<file path="src/rtl/jtag_boot_ctrl.sv">
// JTAG boot sequencer: TAP reset, one IR load, one DR command shift, then
// releases the core via a sticky fetch-enable.
module jtag_boot_ctrl #(
  parameter int unsigned     CLK_DIV    = 4,
  parameter int unsigned     IR_W       = 4,
  parameter logic [IR_W-1:0] IR_VAL     = 4'h4,
  parameter int unsigned     DR_W       = 53,
  parameter int unsigned     TRST_TCKS  = 8,
  parameter bit              AUTO_START = 1'b1
) (
  input  logic            s_clk,
  input  logic            s_rst_n,
  input  logic            start_i,
  input  logic [DR_W-1:0] dr_i,
  input  logic            tdo_i,
  output logic            tck_o,
  output logic            trstn_o,
  output logic            tms_o,
  output logic            tdi_o,
  output logic            busy_o,
  output logic            done_o,
  output logic            fetch_enable_o,
  output logic [DR_W-1:0] dr_capture_o
);

  // state    | meaning
  // IDLE     | tck parked low, waiting for start
  // TRST     | trstn low, tms high, TRST_TCKS periods
  // WALK_TLR | tms 1x5 then 0 -> Run-Test/Idle
  // WALK_IR  | tms 1,1,0,0 -> Shift-IR
  // SHIFT_IR | IR_VAL out LSB first, Exit1-IR on last bit
  // WALK_DR  | tms 1,1,0,0 -> Update-IR ... Shift-DR
  // SHIFT_DR | command word out, tdo captured, Exit1-DR on last bit
  // WALK_END | tms 1,0 -> Update-DR, Run-Test/Idle
  // DONE     | one-cycle done pulse, fetch-enable set
  typedef enum logic [3:0] {
    IDLE, TRST, WALK_TLR, WALK_IR, SHIFT_IR, WALK_DR, SHIFT_DR, WALK_END, DONE
  } state_t;

  localparam int unsigned LEN_A   = (DR_W > IR_W) ? DR_W : IR_W;
  localparam int unsigned LEN_B   = (LEN_A > TRST_TCKS) ? LEN_A : TRST_TCKS;
  localparam int unsigned MAX_LEN = (LEN_B > 6) ? LEN_B : 6;
  localparam int unsigned STEP_W  = $clog2(MAX_LEN);
  localparam int unsigned PH_W    = (CLK_DIV > 1) ? $clog2(CLK_DIV) : 1;

  state_t            state, adv_state;
  logic [STEP_W-1:0] step, adv_step;
  logic [PH_W-1:0]   phase;
  logic [DR_W-1:0]   dr_q;
  logic              auto_pend;
  logic              nxt_tms, nxt_tdi;
  logic              phase_last;

  function automatic logic [STEP_W-1:0] last_step(input state_t s);
    case (s)
      TRST:             last_step = STEP_W'(TRST_TCKS - 1);
      WALK_TLR:         last_step = STEP_W'(5);
      WALK_IR, WALK_DR: last_step = STEP_W'(3);
      SHIFT_IR:         last_step = STEP_W'(IR_W - 1);
      SHIFT_DR:         last_step = STEP_W'(DR_W - 1);
      WALK_END:         last_step = STEP_W'(1);
      default:          last_step = '0;
    endcase
  endfunction

  function automatic state_t next_state(input state_t s);
    case (s)
      TRST:     next_state = WALK_TLR;
      WALK_TLR: next_state = WALK_IR;
      WALK_IR:  next_state = SHIFT_IR;
      SHIFT_IR: next_state = WALK_DR;
      WALK_DR:  next_state = SHIFT_DR;
      SHIFT_DR: next_state = WALK_END;
      WALK_END: next_state = DONE;
      default:  next_state = IDLE;
    endcase
  endfunction

  assign phase_last = (phase == PH_W'(CLK_DIV - 1));

  // Pins for the tck period that begins at the next falling edge (or at start).
  always_comb begin
    adv_state = state;
    adv_step  = step + 1'b1;
    if (state == IDLE) begin
      adv_state = TRST;
      adv_step  = '0;
    end else if (step == last_step(state)) begin
      adv_state = next_state(state);
      adv_step  = '0;
    end
    nxt_tms = 1'b0;
    nxt_tdi = 1'b0;
    case (adv_state)
      TRST:             nxt_tms = 1'b1;
      WALK_TLR:         nxt_tms = (adv_step < STEP_W'(5));
      WALK_IR, WALK_DR: nxt_tms = (adv_step < STEP_W'(2));
      SHIFT_IR: begin
        nxt_tms = (adv_step == last_step(SHIFT_IR));
        nxt_tdi = |(IR_VAL & (IR_W'(1) << adv_step));
      end
      SHIFT_DR: begin
        nxt_tms = (adv_step == last_step(SHIFT_DR));
        nxt_tdi = |(dr_q & (DR_W'(1) << adv_step));
      end
      WALK_END:         nxt_tms = (adv_step == '0);
      default:          ;
    endcase
  end

  always_ff @(posedge s_clk or negedge s_rst_n) begin
    if (!s_rst_n) begin
      state          <= IDLE;
      step           <= '0;
      phase          <= '0;
      dr_q           <= '0;
      auto_pend      <= AUTO_START;
      tck_o          <= 1'b0;
      trstn_o        <= 1'b0;
      tms_o          <= 1'b1;
      tdi_o          <= 1'b0;
      busy_o         <= 1'b0;
      done_o         <= 1'b0;
      fetch_enable_o <= 1'b0;
      dr_capture_o   <= '0;
    end else begin
      done_o <= 1'b0;
      case (state)
        IDLE: begin
          trstn_o <= 1'b1;
          if (start_i || auto_pend) begin
            auto_pend    <= 1'b0;
            dr_q         <= dr_i;
            dr_capture_o <= '0;
            busy_o       <= 1'b1;
            state        <= adv_state;
            step         <= adv_step;
            phase        <= '0;
            tck_o        <= 1'b0;
            trstn_o      <= 1'b0;
            tms_o        <= nxt_tms;
            tdi_o        <= nxt_tdi;
          end
        end
        DONE: state <= IDLE;
        default: begin
          if (phase_last) begin
            phase <= '0;
            tck_o <= ~tck_o;
            if (!tck_o) begin
              if (state == SHIFT_DR)
                dr_capture_o <= dr_capture_o | (DR_W'(tdo_i) << step);
            end else begin
              state   <= adv_state;
              step    <= adv_step;
              tms_o   <= nxt_tms;
              tdi_o   <= nxt_tdi;
              trstn_o <= (adv_state != TRST);
              if (adv_state == DONE) begin
                done_o         <= 1'b1;
                busy_o         <= 1'b0;
                fetch_enable_o <= 1'b1;
              end
            end
          end else begin
            phase <= phase + 1'b1;
          end
        end
      endcase
    end
  end

endmodule

</file>
<file path="config.mk">
export PLATFORM = sky130hd
export DESIGN_NAME = jtag_boot_ctrl
export DESIGN_NICKNAME = d
export VERILOG_FILES = /design/src/rtl/jtag_boot_ctrl.sv
export SDC_FILE = /design/constraint.sdc
export NUM_CORES = 1
export LEC_CHECK = 0
export CELL_PAD_IN_SITES_DETAIL_PLACEMENT = 1
export CELL_PAD_IN_SITES_GLOBAL_PLACEMENT = 1
export CORE_MARGIN = 2
export CORE_UTILIZATION = 43
export DETAILED_ROUTE_END_ITERATION = 8
export PLACE_DENSITY_LB_ADDON = 0.1
export SLEW_MARGIN = 15
export SYNTH_ARGS = -nofsm -noshare
export SYNTH_HDL_FRONTEND = slang
export SYNTH_SLANG_ARGS = --single-unit
</file>
<file path="constraint.sdc">
create_clock -name s_clk -period 7.4 [get_ports s_clk]
set_clock_uncertainty 0.1 [all_clocks]
set_input_delay 1.85 -clock s_clk [delete_from_list [all_inputs] [get_ports s_clk]]
set_output_delay 1.85 -clock s_clk [all_outputs]
set_load 0.01 [all_outputs]
</file>
==> results of run 1 <==
==> power breakdown <==
group / leakage (µW) / switching (µW) / internal [µW]
Clock: 0.000281 / 300 / 519
Sequential: 0.00165 / 167 / 857
Combinational: 0.00152 / 561 / 402
Total: 0.00345 / 1030 / 1780
==> final timing paths <==
path                                            start                    endpoint  slack [ns]  cells after the start
max reg2reg                       step[1]$_DFFE_PN0P_           tdi_o$_DFFE_PN0P_        3.45                      8
min                        fetch_enable_o$_DFFE_PN0P_  fetch_enable_o$_DFFE_PN0P_        0.37                      1
max                                           start_i        dr_q[50]$_DFFE_PN0P_        3.29                      5
max in group asynchronous                     s_rst_n        dr_q[18]$_DFFE_PN0P_        4.46                      2
min reg2reg                fetch_enable_o$_DFFE_PN0P_  fetch_enable_o$_DFFE_PN0P_        0.37                      1
min in group asynchronous                     s_rst_n        state[3]$_DFFE_PN0P_        1.38                      1
==> logic make-up (layout without fill, tap and decap cells) <==
family | after synthesis | count (layout) | share of synthesized area (%)
multiplexers | 65 | 65 | 11.9
XOR/XNOR | 8 | 8 | 1.13
buffers and inverters | 51 | 159 | 3.69
flip-flops | 126 | 126 | 51.1
AND/OR/NAND/NOR | 223 | 223 | 17.2
AO/OA/AOI/OAI | 145 | 145 | 14.6
adder cells (fa/ha/maj) | 2 | 2 | 0.405
==> synth_stat cells (3+ instances only) <==
cell type  number  area [µm²]
o211ai_1        4        30.0
nand3b_1        3        22.5
buf_1           3        11.3
o22ai_1         3        18.8
nand3_1        27         135
dfrtp_1       124        3100
a211oi_1        4        30.0
a31oi_1         7        43.8
o21ai_0        21         105
a21oi_1        67         335
nor4_1          6        37.5
mux2i_1         7        70.1
o31ai_1         9        67.6
and2_1          7        43.8
nand4_1         6        37.5
nand2_1        34         128
nor2b_1         5        31.3
and3_1          8        50.1
xor2_1          4        35.0
buf_2          15        75.1
a22o_1          3        26.3
clkbuf_1       22        82.6
a221oi_1        3        26.3
inv_1           5        18.8
mux2_2         57         642
nand2b_1        8        50.1
nor2_1         92         345
nor3_1         15        75.1
xnor2_1         4        35.0
==> layer usage <==
metal / vias to the layer above / global-route usage (%)
li1: 2425 / -
met1: 2716 / 35.6
met2: 168 / 42.2
met3: 27 / 4.76
met4: 0 / 9.30
met5: - / 0
==> cell type report <==
| cell class | count | area, µm² |
|---|---|---|
| tap | 180 | 225 |
| clock inverter | 6 | 83.8 |
| sequential | 126 | 3160 |
| inverter | 7 | 26.3 |
| clock buffer | 25 | 485 |
| timing repair buffer | 121 | 1200 |
| multi-input combinational | 443 | 2800 |
| fill | 1526 | 5960 |
==> sequential cells by signal (all words and copies together) (netlist names) <==
name            count
busy_o              1
tdi_o               1
auto_pend           1
tms_o               1
step                6
done_o              1
fetch_enable_o      1
trstn_o             1
state               4
dr_q               53
phase               2
dr_capture_o       53
tck_o               1
==> through the flow <==
step	cells	area, µm²	utilization [%]
4_1_cts	908	7970	57.2
6_report	908	7970	57.2
3_3_place_gp	877	7400	53.1
5_1_grt	908	7970	57.2
3_5_place_dp	877	7400	53.1
2_1_floorplan	620	6170	-
==> critical path, stage by stage <==
cell and delay (ns):
clkdlybuf4s50_1 0.46, nor2_1 0.09, nor2_4 0.62, buf_4 0.83
mux2_2 0.42
==> flow_metrics.py, run 1 <==
metrics = {
    "cells_and_area": {
        "final_cell_mix": "124 x dfrtp_1, 115 x clkdlybuf4s50_1, 91 x nor2_1",
        "insertedDiodeCount": 0,
        "area_growth_pct": 29.1,
        "final_common_cell": "dfrtp_1",
        "drive_gt1_share_pct": 13.6,
        "nets": 775,
    },
    "clock_network": {
        "clk_latency_ns": 0.42,
        "clockBufferDepth": 2,
        "cts_resized": 0,
        "post-cts-setup-buffer-count": 0,
        "cts_tree": "built",
        "cts-htree-levels": 4,
        "cts-root-buf": "clkbuf_16",
        "cts.clk_slew.worst_paths_ns": 0.05,
        "cts_buffers": 17,
        "postCtsHoldBufs": 0,
        "clock_sinks": 126,
    },
    "floorplan": {
        "initial_core_util_pct": 44.3,
        "fp.dieW_um": 124,
        "design.die.area_um2": 15300,
        "io_pins": 117,
        "core_um2": 13900,
        "rows": 43,
        "die_height_um": 124,
    },
    "global_route": {
        "antenna_found_initial": 0,
        "grt_max_degree": 77,
        "grt_pass1_vias": 5601,
        "grt_pass1_wl_um": 30300,
        "grt.total_usage_pct": 26.2,
        "grt-ovfl-total": 0,
    },
    "drt": {
        "drt_first_pass_iters": 5,
        "wl_met3_um": 796,
        "wl_met2_um": 9440,
        "wl_per_cell_um": 20.9,
        "vias": 5336,
        "totalWireLength_um": 19000,
        "drc": 0,
        "ant_nets": 0,
        "viasPerCell": 5.88,
        "wl_met1_um": 8370,
        "highest_layer": "met4",
        "drt_iter0_drc": 473,
    },
    "pwr": {
        "vdd_drop_max_mv": 0.205,
        "p_total_uw": 2810,
        "p_leak_uw": 0.00345,
        "power.density_nw_per_um2": 352,
    },
    "synth": {
        "yosysWarnings": 0,
        "synthArstFlopShare_pct": 100,
        "synth.yosys.seq_area_share_pct": 51.1,
        "syn-cell-area_um2": 6170,
        "synthCells": 620,
        "synth_cell_type_count": 62,
        "syn_area_per_cell_um2": 9.96,
        "ys.flop_type": "dfrtp_1",
        "synth_edf_count": 0,
        "syn-num-nets": 679,
        "yosys_register_bits": 126,
    },
    "timing": {
        "tns_ns": 0,
        "setup_viol_count_final": 0,
        "finalMaxSlewViolations": 0,
        "holdWs_ns": 0.367,
        "max_slew_margin_pct": 20.5,
        "period_share_pct": 55.6,
        "setup_ws_ns": 3.29,
        "tightest_slew_ns": 1.18,
        "period_minus_slack_ns": 4.11,
        "grt_setup_unrepaired": "no",
        "hold_viol": 0,
        "max_freq_mhz": 243,
    },
    "placement": {
        "globalplace.congestion": 0.890,
        "place_hpwl_um": 12800,
        "dpl_worst_slack_ns": 2.84,
        "portBuffers": 116,
    },
    "setup_path": {
        "cp.arrival_ns": 4.32,
        "required_ns": 7.61,
        "cp-end-kind": "flop",
        "crit_path_start_kind": "input port",
        "cp_max_fo": 76,
        "criticalPathCategory": "in -> reg",
    },
    "run": {
        "drv_cap": 0,
    },
    "min_path": {
        "hold_class": "reg -> reg",
    },
    "outcome": {
        "status": "finished clean",
    },
}
(Power assumes the default switching activity.)
==> inputs of run 2 (changes only) <==
CORE_UTILIZATION = 40   (was 43)
clock period = 4 ns   (was 7.4 ns; I/O delays follow)
==> run 2 against run 1 <==
Critical path depth up 3. First-iteration DRC count down 22%. Register-to-register slack worse by 2.6 ns. Utilization down 3.4 points. Count of clock-buffer cells in the layout down 4. Clock power up 94%. Routed wire length up 1.2%. Setup slack worse by 2.4 ns. Highest routed layer unchanged. Critical path type is now reg -> reg.
==> flow_metrics.py, run 2 (synthesized netlist as in run 1, its figures left out) <==
metrics = {
    "global_route": {
        "grt.total_usage_pct": 24.6,
        "grt_pass1_vias": 5566,
        "grt_pass1_wl_um": 31300,
        "antenna_found_initial": 0,
        "grt_max_degree": 93,
        "grt-ovfl-total": 0,
    },
    "floorplan": {
        "die_height_um": 128,
        "rows": 45,
        "initial_core_util_pct": 40.8,
        "io_pins": 117,
        "fp.dieW_um": 128,
        "design.die.area_um2": 16400,
        "core_um2": 15100,
    },
    "clock_network": {
        "cts-htree-levels": 4,
        "clock_sinks": 126,
        "post-cts-setup-buffer-count": 0,
        "clockBufferDepth": 2,
        "cts-root-buf": "clkbuf_16",
        "cts_resized": 0,
        "postCtsHoldBufs": 0,
        "cts_buffers": 17,
        "clk_latency_ns": 0.42,
        "cts.clk_slew.worst_paths_ns": 0.06,
        "cts_tree": "built",
    },
    "drt": {
        "drt_iter0_drc": 371,
        "viasPerCell": 5.81,
        "ant_nets": 0,
        "vias": 5389,
        "drt_first_pass_iters": 5,
        "totalWireLength_um": 19200,
        "drc": 0,
        "wl_per_cell_um": 20.7,
    },
    "setup_path": {
        "cp-end-kind": "flop",
        "rr_startpoint": "state[0]$_DFFE_PN0P_",
        "crit_start": "state[0]$_DFFE_PN0P_",
        "ff2ff_setup_slack_ns": 0.86,
        "worst-r2r-cell-count": 8,
        "cp.arrival_ns": 3.39,
        "cp_max_fo": 22,
        "r2r-end": "tms_o$_DFFE_PN1P_",
        "required_ns": 4.24,
        "criticalPathCategory": "reg -> reg",
        "crit_path_start_kind": "flop",
    },
    "placement": {
        "portBuffers": 116,
        "dpl-instance-area_um2": 7540,
        "globalplace.congestion": 0.887,
        "place_hpwl_um": 13300,
    },
    "timing": {
        "period_share_pct": 78.6,
        "period_minus_slack_ns": 3.14,
        "grt_setup_unrepaired": "no",
        "tightest_slew_ns": 0.873,
        "hold_viol": 0,
        "tns_ns": 0,
        "finalMaxSlewViolations": 0,
        "max_freq_mhz": 318,
        "setup_viol_count_final": 0,
        "max_slew_margin_pct": 41.7,
    },
    "min_path": {
        "min_from": "fetch_enable_o$_DFFE_PN0P_",
        "holdPathEnd": "fetch_enable_o$_DFFE_PN0P_",
        "whs_path_depth": 1,
        "hold_class": "reg -> reg",
    },
    "cells_and_area": {
        "final_common_cell": "dfrtp_1",
        "final_cell_mix": "124 x dfrtp_1, 115 x clkdlybuf4s50_1, 91 x nor2_1",
        "n_fill_cell": 1679,
        "largestRegisters": "dr_capture_o: 53 flops, dr_q: 53 flops, step: 6 flops",
        "nets": 787,
        "final_util_pct": 53.8,
        "drive_gt1_share_pct": 15.5,
        "area_growth_pct": 31.9,
        "finalInstanceArea_um2": 8150,
        "insertedDiodeCount": 0,
    },
    "outcome": {
        "status": "finished clean",
    },
    "pwr": {
        "p_leak_uw": 0.00353,
        "power.density_nw_per_um2": 658,
        "vdd_drop_max_mv": 0.388,
    },
    "run": {
        "drv_cap": 0,
    },
}
[run 2: report_power, final]
part	switching (µW)	internal, µW	leakage (µW)
Sequential	280	1590	0.00165
Clock	570	1020	0.000291
Combinational	1100	805	0.00159
Total	1950	3410	0.00353
[run 2: metrics by stage]
stage | hold slack, ns | setup slack, ns | std cells | power (µW)
after floorplan | 0.362 | 1.55 | 620 | 3060
after detailed placement | 0.361 | 0.447 | 897 | 3730
after CTS | 0.374 | 0.878 | 928 | 5370
final | 0.366 | 0.858 | 928 | 5360
after global routing | 0.397 | 0.636 | 928 | 5640
after global placement | 0.352 | 0.549 | 897 | 3650
[run 2: layout make-up]
| cell class | count | area (µm²) | area share, % |
|---|---|---|---|
| clock buffers | 21 | 470 | 5.77 |
| clock inverters | 10 | 136 | 1.67 |
| inverters | 7 | 26.3 | 0.323 |
| multi-input cells | 443 | 2800 | 34.4 |
| flip-flops and latches | 126 | 3160 | 38.7 |
| well taps | 188 | 235 | 2.89 |
| repair buffers | 133 | 1320 | 16.2 |
[run 2: worst max-delay path, stage by stage, from the launching register on]
cell and delay (ns):
dfrtp_1 0.65, nand4bb_1 0.50, mux2i_1 0.24, a311oi_2 0.29, nand2_1 0.34, and3_1 0.31
a21oi_1 0.19, a2111oi_2 0.07, o32a_1 0.37
[run 2: how the worst max path moves through the flow]
stage	to	slack, ns	depth (start not counted)
3_5_place_dp	dr_capture_o[10]$_DFFE_PN0P_	0.45	8
6_report	tms_o$_DFFE_PN1P_	0.86	8
4_1_cts	dr_capture_o[10]$_DFFE_PN0P_	0.88	8
2_1_floorplan	tdi_o$_DFFE_PN0P_	1.55	10
3_3_place_gp	dr_capture_o[8]$_DFFE_PN0P_	0.55	8
5_1_grt	tms_o$_DFFE_PN1P_	0.64	8
[run 2: layer usage]
layer	share of wire [%]	global-route usage, %
met4	2.0	8.60
met1	45	34.7
met2	48	38.1
met5	0	0
met3	4.5	4.59
